==> config.mk <==
export PLATFORM = sky130hd
export DESIGN_NAME = ram_program_loader_flat
export DESIGN_NICKNAME = d
export VERILOG_FILES = /design/src/rtl/ram_program_loader_if.sv /design/src/rtl/ram_program_loader.sv /design/src/flat_wrapper.sv
export SDC_FILE = /design/constraint.sdc
export NUM_CORES = 1
export LEC_CHECK = 0
export ABC_AREA = 0
export CAP_MARGIN = 20
export CORE_MARGIN = 2
export CORE_UTILIZATION = 52
export CTS_BUF_LIST = sky130_fd_sc_hd__clkbuf_8
export DETAILED_ROUTE_END_ITERATION = 7
export GPL_ROUTABILITY_DRIVEN = 0
export PLACE_DENSITY = 0.78
export SKIP_LAST_GASP = 1
export SYNTH_ARGS = -nofsm -noshare
export SYNTH_HDL_FRONTEND = slang
export SYNTH_SLANG_ARGS = --single-unit
export TNS_END_PERCENT = 5
==> constraint.sdc <==
create_clock -name clk -period 2.4 [get_ports clk]
set_input_delay 0.24 -clock clk [delete_from_list [all_inputs] [get_ports clk]]
set_output_delay 0.24 -clock clk [all_outputs]
set_load 0.05 [all_outputs]
==> src/rtl/ram_program_loader_if.sv <==
// Byte-stream handshake carrying program frames into ram_program_loader.
// The master drives bytes and the loader, as slave, returns in_ready.
interface ram_program_loader_if;
    logic       in_valid;
    logic [7:0] in_data;
    logic       in_ready;

    modport master (output in_valid, output in_data, input in_ready);
    modport slave  (input in_valid, input in_data, output in_ready);
endinterface

==> src/rtl/ram_program_loader.sv <==
// Frame parser (sync, addr, len, data, checksum) that writes the Neander 32-byte RAM
// and holds the CPU in reset until a frame arrives with a matching checksum.
module ram_program_loader #(
    parameter logic [7:0] SYNC_BYTE = 8'hA5
) (
    input  logic                 clk,
    input  logic                 rst,
    ram_program_loader_if.slave  in_bus,
    output logic                 mem_load_en,
    output logic [4:0]           mem_load_addr,
    output logic [7:0]           mem_load_data,
    output logic                 cpu_rst_n,
    output logic                 busy,
    output logic                 done,
    output logic                 error
);
    typedef enum logic [2:0] {
        S_IDLE, S_ADDR, S_LEN, S_DATA, S_CHECK, S_RUN, S_ERR
    } state_t;

    state_t     state;
    logic [4:0] ptr;
    logic [5:0] remaining;
    logic [7:0] sum;
    logic       accept;
    logic       is_sync;

    // The loader never stalls.
    assign in_bus.in_ready = 1'b1;
    assign accept  = in_bus.in_valid;
    assign is_sync = (in_bus.in_data == SYNC_BYTE);

    always_ff @(posedge clk or posedge rst) begin
        if (rst) begin
            state         <= S_IDLE;
            ptr           <= '0;
            remaining     <= '0;
            sum           <= '0;
            mem_load_en   <= 1'b0;
            mem_load_addr <= '0;
            mem_load_data <= '0;
            cpu_rst_n     <= 1'b0;
            busy          <= 1'b0;
            done          <= 1'b0;
            error         <= 1'b0;
        end else begin
            mem_load_en <= 1'b0;
            if (accept) begin
                case (state)
                    S_IDLE, S_RUN, S_ERR: begin
                        if (is_sync) begin
                            state     <= S_ADDR;
                            cpu_rst_n <= 1'b0;
                            busy      <= 1'b1;
                            done      <= 1'b0;
                            error     <= 1'b0;
                        end
                    end
                    S_ADDR: begin
                        if (in_bus.in_data[7:5] != 3'b000) begin
                            state <= S_ERR;
                            busy  <= 1'b0;
                            error <= 1'b1;
                        end else begin
                            ptr   <= in_bus.in_data[4:0];
                            state <= S_LEN;
                        end
                    end
                    S_LEN: begin
                        if (in_bus.in_data == 8'd0 || in_bus.in_data > 8'd32) begin
                            state <= S_ERR;
                            busy  <= 1'b0;
                            error <= 1'b1;
                        end else begin
                            remaining <= in_bus.in_data[5:0];
                            sum       <= '0;
                            state     <= S_DATA;
                        end
                    end
                    S_DATA: begin
                        mem_load_en   <= 1'b1;
                        mem_load_addr <= ptr;
                        mem_load_data <= in_bus.in_data;
                        sum           <= sum + in_bus.in_data;
                        ptr           <= ptr + 5'd1;
                        remaining     <= remaining - 6'd1;
                        if (remaining == 6'd1)
                            state <= S_CHECK;
                    end
                    S_CHECK: begin
                        busy <= 1'b0;
                        if (8'(sum + in_bus.in_data) == 8'd0) begin
                            state     <= S_RUN;
                            cpu_rst_n <= 1'b1;
                            done      <= 1'b1;
                        end else begin
                            state <= S_ERR;
                            error <= 1'b1;
                        end
                    end
                    default: state <= S_IDLE;
                endcase
            end
        end
    end
endmodule

==> src/flat_wrapper.sv <==
// flat-port wrapper written by rule: the top's interface ports become plain ports
module ram_program_loader_flat 
#(
    parameter logic [7:0] SYNC_BYTE = 8'hA5
)
  (clk, rst, mem_load_en, mem_load_addr, mem_load_data, cpu_rst_n, busy, done, error, in_bus_in_valid, in_bus_in_data, in_bus_in_ready);
  ram_program_loader_if in_bus_i ();
  input  logic clk;
  input  logic rst;
  output logic mem_load_en;
  output logic [4:0] mem_load_addr;
  output logic [7:0] mem_load_data;
  output logic cpu_rst_n;
  output logic busy;
  output logic done;
  output logic error;
  input wire logic [$bits(in_bus_i.in_valid)-1:0] in_bus_in_valid;
  input wire logic [$bits(in_bus_i.in_data)-1:0] in_bus_in_data;
  output wire logic [$bits(in_bus_i.in_ready)-1:0] in_bus_in_ready;
  assign in_bus_i.in_valid = in_bus_in_valid;
  assign in_bus_i.in_data = in_bus_in_data;
  assign in_bus_in_ready = in_bus_i.in_ready;
  ram_program_loader #(.SYNC_BYTE(SYNC_BYTE)) u_core (.clk(clk), .rst(rst), .in_bus(in_bus_i), .mem_load_en(mem_load_en), .mem_load_addr(mem_load_addr), .mem_load_data(mem_load_data), .cpu_rst_n(cpu_rst_n), .busy(busy), .done(done), .error(error));
endmodule
==> results.ini <==
[cts]
cts_tree=yes
htreeDepth=2
worstSkewPairLatency_ns=0.30
clk_pin_slew_ns=0.08
cts.path.max_buffers=2
numCtsBuffers=5
cts_sinks=39
cts_root_buffer=clkbuf_8

[worst_setup_path]
cp.required_ns=2.58
critPathCapture=u_core.error
cp-startpoint=in_bus_in_data[0]
r2r_setup_slack_ns=0.12
path_cells=clkdlybuf4s50_1 -> ha_1 -> fa_2 -> a211oi_2 -> nor2_1 -> xor2_1 -> nor4_4 -> nand3_2 -> a211o_1
max_stage_delay_ns=0.43
crit_path_end_kind=register
critPathSlowestCell=clkdlybuf4s50_1
start_kind=input port
r2r-end=u_core.error
reg2reg_from=u_core.sum[0]
reg2reg_depth=8
arrival_ns=2.48
cp_max_fo=4
path_class=input port to register

[global_route]
antenna_found_initial=0
grt_max_degree=40
track_usage_pct=24.21
first_global_vias=1955
grt_pass1_wl_um=9446
grt-ovfl-total=0

[synth]
synth_area_leader_cell=dfrtp_1
yosysWarnings=0
async_flop_share_pct=100.0
synth-seq-area-share_pct=42.07
synth.most_common_cell=dfrtp_1
synth_flop_cell=dfrtp_1
synthCells=236
ys_ff_latch=39
synth_area_per_cell_sq_um=9.829
synth_edf_count=0
synth_cell_types=52
synth_area_sq_um=2320
synth_top_cell_area_share_pct=42.07
synth_area_leaders=dfrtp_1, mux2_2, ha_1
syn_nets=258
synth_commonest_cells=dfrtp_1, nand2_1, nor2_1

[timing]
skew_ns=0.005059
tightestPinTransition_ns=0.5059
hold_viol_final=0
finalCritPeriodShare_pct=95.54
setup_slack_ns=0.1071
holdWs_ns=0.3536
final_max_slew_viol_count=0
post-route-min-period_ns=2.293
finalSetupViolations=0
max_freq_ghz=0.4361
relSlewSlack_pct=66.27

[outcome]
run_status=finished clean

[cells_and_area]
multi_input_area_sq_um=1275
nets=315
fin_area_sq_um=3065
drive_gt1_share_pct=25.51
area.sequential_sq_um=975.9
antenna_cells=0
fin_util_pct=70.89
nFillCells=328
syn2layout_area_growth_pct=32.15

[die]
die-area_sq_um=5011
die_x_um=70.79
ios=30
die_h_um=70.79
rows=24
core_sq_um=4324
initial_utilization_pct=53.65

[pwr]
power.leakage_nw=1.386
power_density_nw_per_um2=1351
vdd_ir_drop_max_mv=0.5730

[placement]
pre_cts_slack_ns=-0.4101
numPortBuffers=28
dp_hpwl_um=3921
place_area_sq_um=2880

[routing]
vias_per_cell=5.824
drtIter0Drc=123
drtPass1Iterations=4
drc=0
num_vias=2015
routed_wl_um=5542
antenna_left=0
avgRoutedWirePerCell_um=16.02

[flow_run]
maxCapViolations=0

[min_path]
worstHoldPathType=input port to asynchronous set/reset pin

critical path: cells and delay by family:
kind,cells,cell delay [ns]
fa+ha+maj,2,0.60
xor+xnor,1,0.18
simple gates,3,0.49
buf+inv,1,0.43
compound gates,2,0.55
sequential cells by signal, summed over array words and instances, names as in the netlist:
name	count
u_core.mem_load_data	8
u_core.sum	8
u_core.remaining	6
u_core.mem_load_addr	5
u_core.ptr	5
u_core.state	3
u_core.busy	1
u_core.cpu_rst_n	1
u_core.error	1
u_core.mem_load_en	1
routing by layer:
layer	vias to the layer above	part of all wire, %	GRT usage (%)
met4	0	1.6	7.966
met5	-	0	0
li1	969	-	-
met3	11	6.8	5.983
met2	80	49	38.63
met1	955	43	32.62
cell type report:
type / count / area share (%)
clock buffer: 5 / 2.245
inverter: 9 / 1.102
timing repair buffer: 62 / 18.78
clock inverter: 3 / 2.327
tap: 52 / 2.122
multi-input combinational: 176 / 41.59
sequential: 39 / 31.84
layout by cell type, fill, tap and decap left out, drive strengths merged, types with 3 or more instances in the layout:
cell type      instances
o21ai                 17
nand2                 26
a21o                   3
buf                   34
xor2                   6
a21oi                 15
mux2                  13
ha                    10
a31oi                  3
nor2                  23
dfrtp                 39
a211oi                 4
clkbuf                 5
inv                   10
nor4                   3
o31ai                  6
nand3                  3
clkdlybuf4s50         27
mux2i                  3
nor3                  10
per-stage QoR:
step | total power (W) | TNS (ns) | cells
final | 0.004141 | 0 | 346
after global routing | 0.004407 | -0.02716 | 346
after CTS | 0.004102 | 0 | 346
after detailed placement | 0.003380 | -3.115 | 338
after global placement | 0.003299 | -1.925 | 338
after floorplan | 0.002678 | 0 | 236
repair_timing:
action,4_1_cts,5_1_grt
hold buffers,0,0
resized for setup,4,5
endpoints found under the setup margin,4,4
pin swaps,1,5
buffers inserted,0,0
worst min-delay path by stage:
stage | start | slack [ns] | end | depth (start not counted)
floorplan | in_bus_in_data[4] | 0.39 | u_core.mem_load_data[4] | 1
global placement | u_core.mem_load_addr[3] | 0.46 | u_core.mem_load_addr[3] | 2
detailed placement | u_core.mem_load_addr[3] | 0.47 | u_core.mem_load_addr[3] | 2
CTS | rst | 0.38 | u_core.mem_load_addr[0] | 3
global route | in_bus_in_data[1] | 0.41 | u_core.mem_load_data[1] | 2
finish | rst | 0.35 | u_core.state[2] | 3
where the power goes:
group	internal, W	switching [W]
clock network	0.000422	0.000253
logic	0.000951	0.00130
registers	0.000947	0.000265
cell families (layout without fill, tap and decap cells):
kind of cell	count (synthesis)	in the layout	share of synthesized area [%]
and+or+nand+nor	73	73	15.37
AOI/OAI and AO/OA	67	67	20.55
DFF	39	39	42.07
buffers and inverters	21	79	4.800
muxes	16	16	7.767
adders and majority gates	11	11	6.257
xor gates and xnor gates	8	8	3.021
other	1	1	0.1617
No activity file was read; power rests on OpenSTA's default activity.
==> RTL change (config.mk and constraints unchanged) <==
Register the output `error` once more; this adds one clock of latency there. The other outputs are not delayed to match.
--- a/src/rtl/ram_program_loader.sv
+++ b/src/rtl/ram_program_loader.sv
@@ -17,6 +17,8 @@
     typedef enum logic [2:0] {
         S_IDLE, S_ADDR, S_LEN, S_DATA, S_CHECK, S_RUN, S_ERR
     } state_t;
+
+    logic error_s0;
 
     state_t     state;
     logic [4:0] ptr;
@@ -42,7 +44,7 @@
             cpu_rst_n     <= 1'b0;
             busy          <= 1'b0;
             done          <= 1'b0;
-            error         <= 1'b0;
+            error_s0      <= 1'b0;
         end else begin
             mem_load_en <= 1'b0;
             if (accept) begin
@@ -53,14 +55,14 @@
                             cpu_rst_n <= 1'b0;
                             busy      <= 1'b1;
                             done      <= 1'b0;
-                            error     <= 1'b0;
+                            error_s0  <= 1'b0;
                         end
                     end
                     S_ADDR: begin
                         if (in_bus.in_data[7:5] != 3'b000) begin
                             state <= S_ERR;
                             busy  <= 1'b0;
-                            error <= 1'b1;
+                            error_s0 <= 1'b1;
                         end else begin
                             ptr   <= in_bus.in_data[4:0];
                             state <= S_LEN;
@@ -70,7 +72,7 @@
                         if (in_bus.in_data == 8'd0 || in_bus.in_data > 8'd32) begin
                             state <= S_ERR;
                             busy  <= 1'b0;
-                            error <= 1'b1;
+                            error_s0 <= 1'b1;
                         end else begin
                             remaining <= in_bus.in_data[5:0];
                             sum       <= '0;
@@ -95,7 +97,7 @@
                             done      <= 1'b1;
                         end else begin
                             state <= S_ERR;
-                            error <= 1'b1;
+                            error_s0 <= 1'b1;
                         end
                     end
                     default: state <= S_IDLE;
@@ -103,5 +105,9 @@
             end
         end
     end
+    always_ff @(posedge clk) begin
+        error <= error_s0;
+    end
+
 endmodule
 
Behaviour: not the same (a bounded check fails within 4 cycles, from zero or initial values and one cycle with rst high).
==> RTL change against the original RTL <==
  * Power is 6.1% lower
  * Sequential cell count increased by 1
  * Synthesized area up 0.86%
  * Via count is 2.3% lower
  * Sequential power increased by 3%
  * Die area up 0.82%
  * First-iteration DRC count is 15% higher
  * Count of clock-buffer cells in the layout grew 1
  * Wire length down 3.2%
  * Cell count unchanged
  * Cell area fell by 3.1%
  * Setup slack better by 12 ps
  * Critical endpoint is now u_core.error_s0
  * Largest cell class unchanged
  * Largest power group unchanged
==> RTL change: results (changes against the original RTL) <==
stage,metric,value,unit,change
timing,skew,3.61,ps,was 5.06 ps
drt,top_signal_layer_used,met4,,unchanged
setup_path,worstPathArrival,2470,ps,
yosys,synthMuxAreaShare,7.70,%,was 7.77%
drt,detail_route.wirelength.met1,2460,µm,was 2360 µm
setup_path,crit_path_max_fanout,4,,unchanged
yosys,synth_area_leaders,"dfrtp_1 (42%), mux2_2 (5.8%), ha_1 (5.3%)",,"was dfrtp_1 (42%), mux2_2 (5.8%), ha_1 (5.4%)"
finish,antenna_cells,0,,unchanged
drt,drc,0,,unchanged
finish,top_regs,"u_core.mem_load_data (8), u_core.sum (8), u_core.remaining (6)",,unchanged
cts,cts-root-to-sink-buffers,2,,unchanged
placed_design,place_inst,338,,unchanged
drt,detailroute.via_count,1969,,was 2015
finish,finalNetCount,315,,unchanged
drt,finalWirelength,5360,µm,was 5540 µm
yosys,synth.distinct_cells,53,,was 52
drt,wl_met3,205,µm,was 376 µm
yosys,ffs_w_async_s_r_synth,97.5,%,was 100%
run_status,run_status,"complete, no violations",,unchanged
setup_path,setup.worst_path.start,u_core.sum[0],,was in_bus_in_data[0]
cts,clock_tree.htree_level_count,2,,unchanged
drt,sum_of_met2_wire_segment_lengths_after_detailed_routing,2580,µm,was 2720 µm
global_routing,global_route.usage.total,23.1,%,was 24.2%
global_routing,grt_pass1_vias,1896,,was 1955
yosys,synth.net_count,259,,was 258
placed_design,worst_case_setup_slack_after_placement,-377,ps,was -410 ps
yosys,synth_adder_area_share,6.20,%,was 6.26%
finish,fillerInstances,331,,was 328
setup_path,setup_cp_type,flip-flop to flip-flop,,was input port to flip-flop
finish,post_route_cells_drive_above_1_share,23.8,%,was 25.5%
global_routing,grt_first_pass_wirelength,9030,µm,was 9450 µm
cts,cts_inserted_buffers,5,,unchanged
placed_design,place.detailed.hpwl,3990,µm,was 3920 µm
yosys,post_synth_inst_count,237,,was 236
power_and_ir_drop,irDropWorstVdd,0.786,mV,was 0.573 mV
timing,max_slew.worst_pin.slew,504,ps,was 506 ps
cts,cts.clk_slew.worst_paths,70,ps,
timing,final_hold_viol_count,0,,unchanged
yosys,yosys-top-cells-count,"dfrtp_1 (39), nand2_1 (26), nor2_1 (23), o21ai_0 (16), a21oi_1 (14)",,unchanged
yosys,synthXorXnorAreaFrac,2.99,%,was 3.02%
timing,fin_hold_ws,363,ps,was 354 ps
drt,drt_iter0_drc,141,,was 123
setup_path,rr_endpoint,u_core.error_s0,,was u_core.error
power_and_ir_drop,p_leak,0.00135,µW,was 0.00139 µW
finish,syn2layout_area_growth,27.0,%,was 32.1%
placed_design,placedInstanceArea,0.00286,mm²,was 0.00288 mm²
yosys,synth_compound_gate_area_share,20.4,%,was 20.6%
yosys,ys_seq_area_share,42.6,%,was 42.1%
timing,final_min_period_over_clock_period,95.0,%,was 95.5%
[RTL change: cell count changes in the layout (fill, tap and decap cells not counted), moves of 2 or more]
| cell | change |
|---|---|
| buf_12 | -3 |
| buf_4 | +2 |
| bufinv_16 | -2 |
| inv_1 | +2 |
[RTL change: repair_timing]
item / CTS / global route
endpoints found under the setup margin: 3 / 4
hold buffers: 0 / 0
pin swaps: 2 / 2
resized for setup: 3 / 3
setup buffers: 0 / 0
[RTL change: report_power, final]
| group | total, µW | internal, µW | switching (µW) |
|---|---|---|---|
| logic | 2180 | 925 | 1250 |
| clock network | 457 | 226 | 231 |
| registers | 1250 | 973 | 278 |
| total | 3890 | 2120 | 1760 |
[RTL change: cell families (layout without fill, tap and decap cells)]
group / Yosys count / in the layout
compound gates: 67 / 67
xor+xnor: 8 / 8
fa+ha+maj: 11 / 11
buf+inv: 21 / 78
flops: 40 / 40
mux: 16 / 16
other cells: 1 / 1
simple gates: 73 / 73
[RTL change: critical path: stages, from the launching register on]
cell and delay (ps):
dfrtp_1 390, ha_1 210, fa_2 370, a211oi_2 230, o21bai_1 110, a21oi_1 190, xor2_1 230, nand3_2 160
a211o_1 280
[RTL change: per-layer routing]
layer  vias to the layer above  track usage (%)
met5                         -                0
met4                         0             10.1
met3                        10             4.56
met2                        42             35.4
met1                       956             32.1
li1                        961                -
[RTL change: layout make-up]
cell class	count	share of cell area [%]
Sequential cell	40	33.5
Multi-Input combinational cell	176	42.3
Clock inverter	2	0.253
Inverter	9	1.14
Timing Repair Buffer	61	17.9
Tap cell	52	2.19
Clock buffer	6	2.78
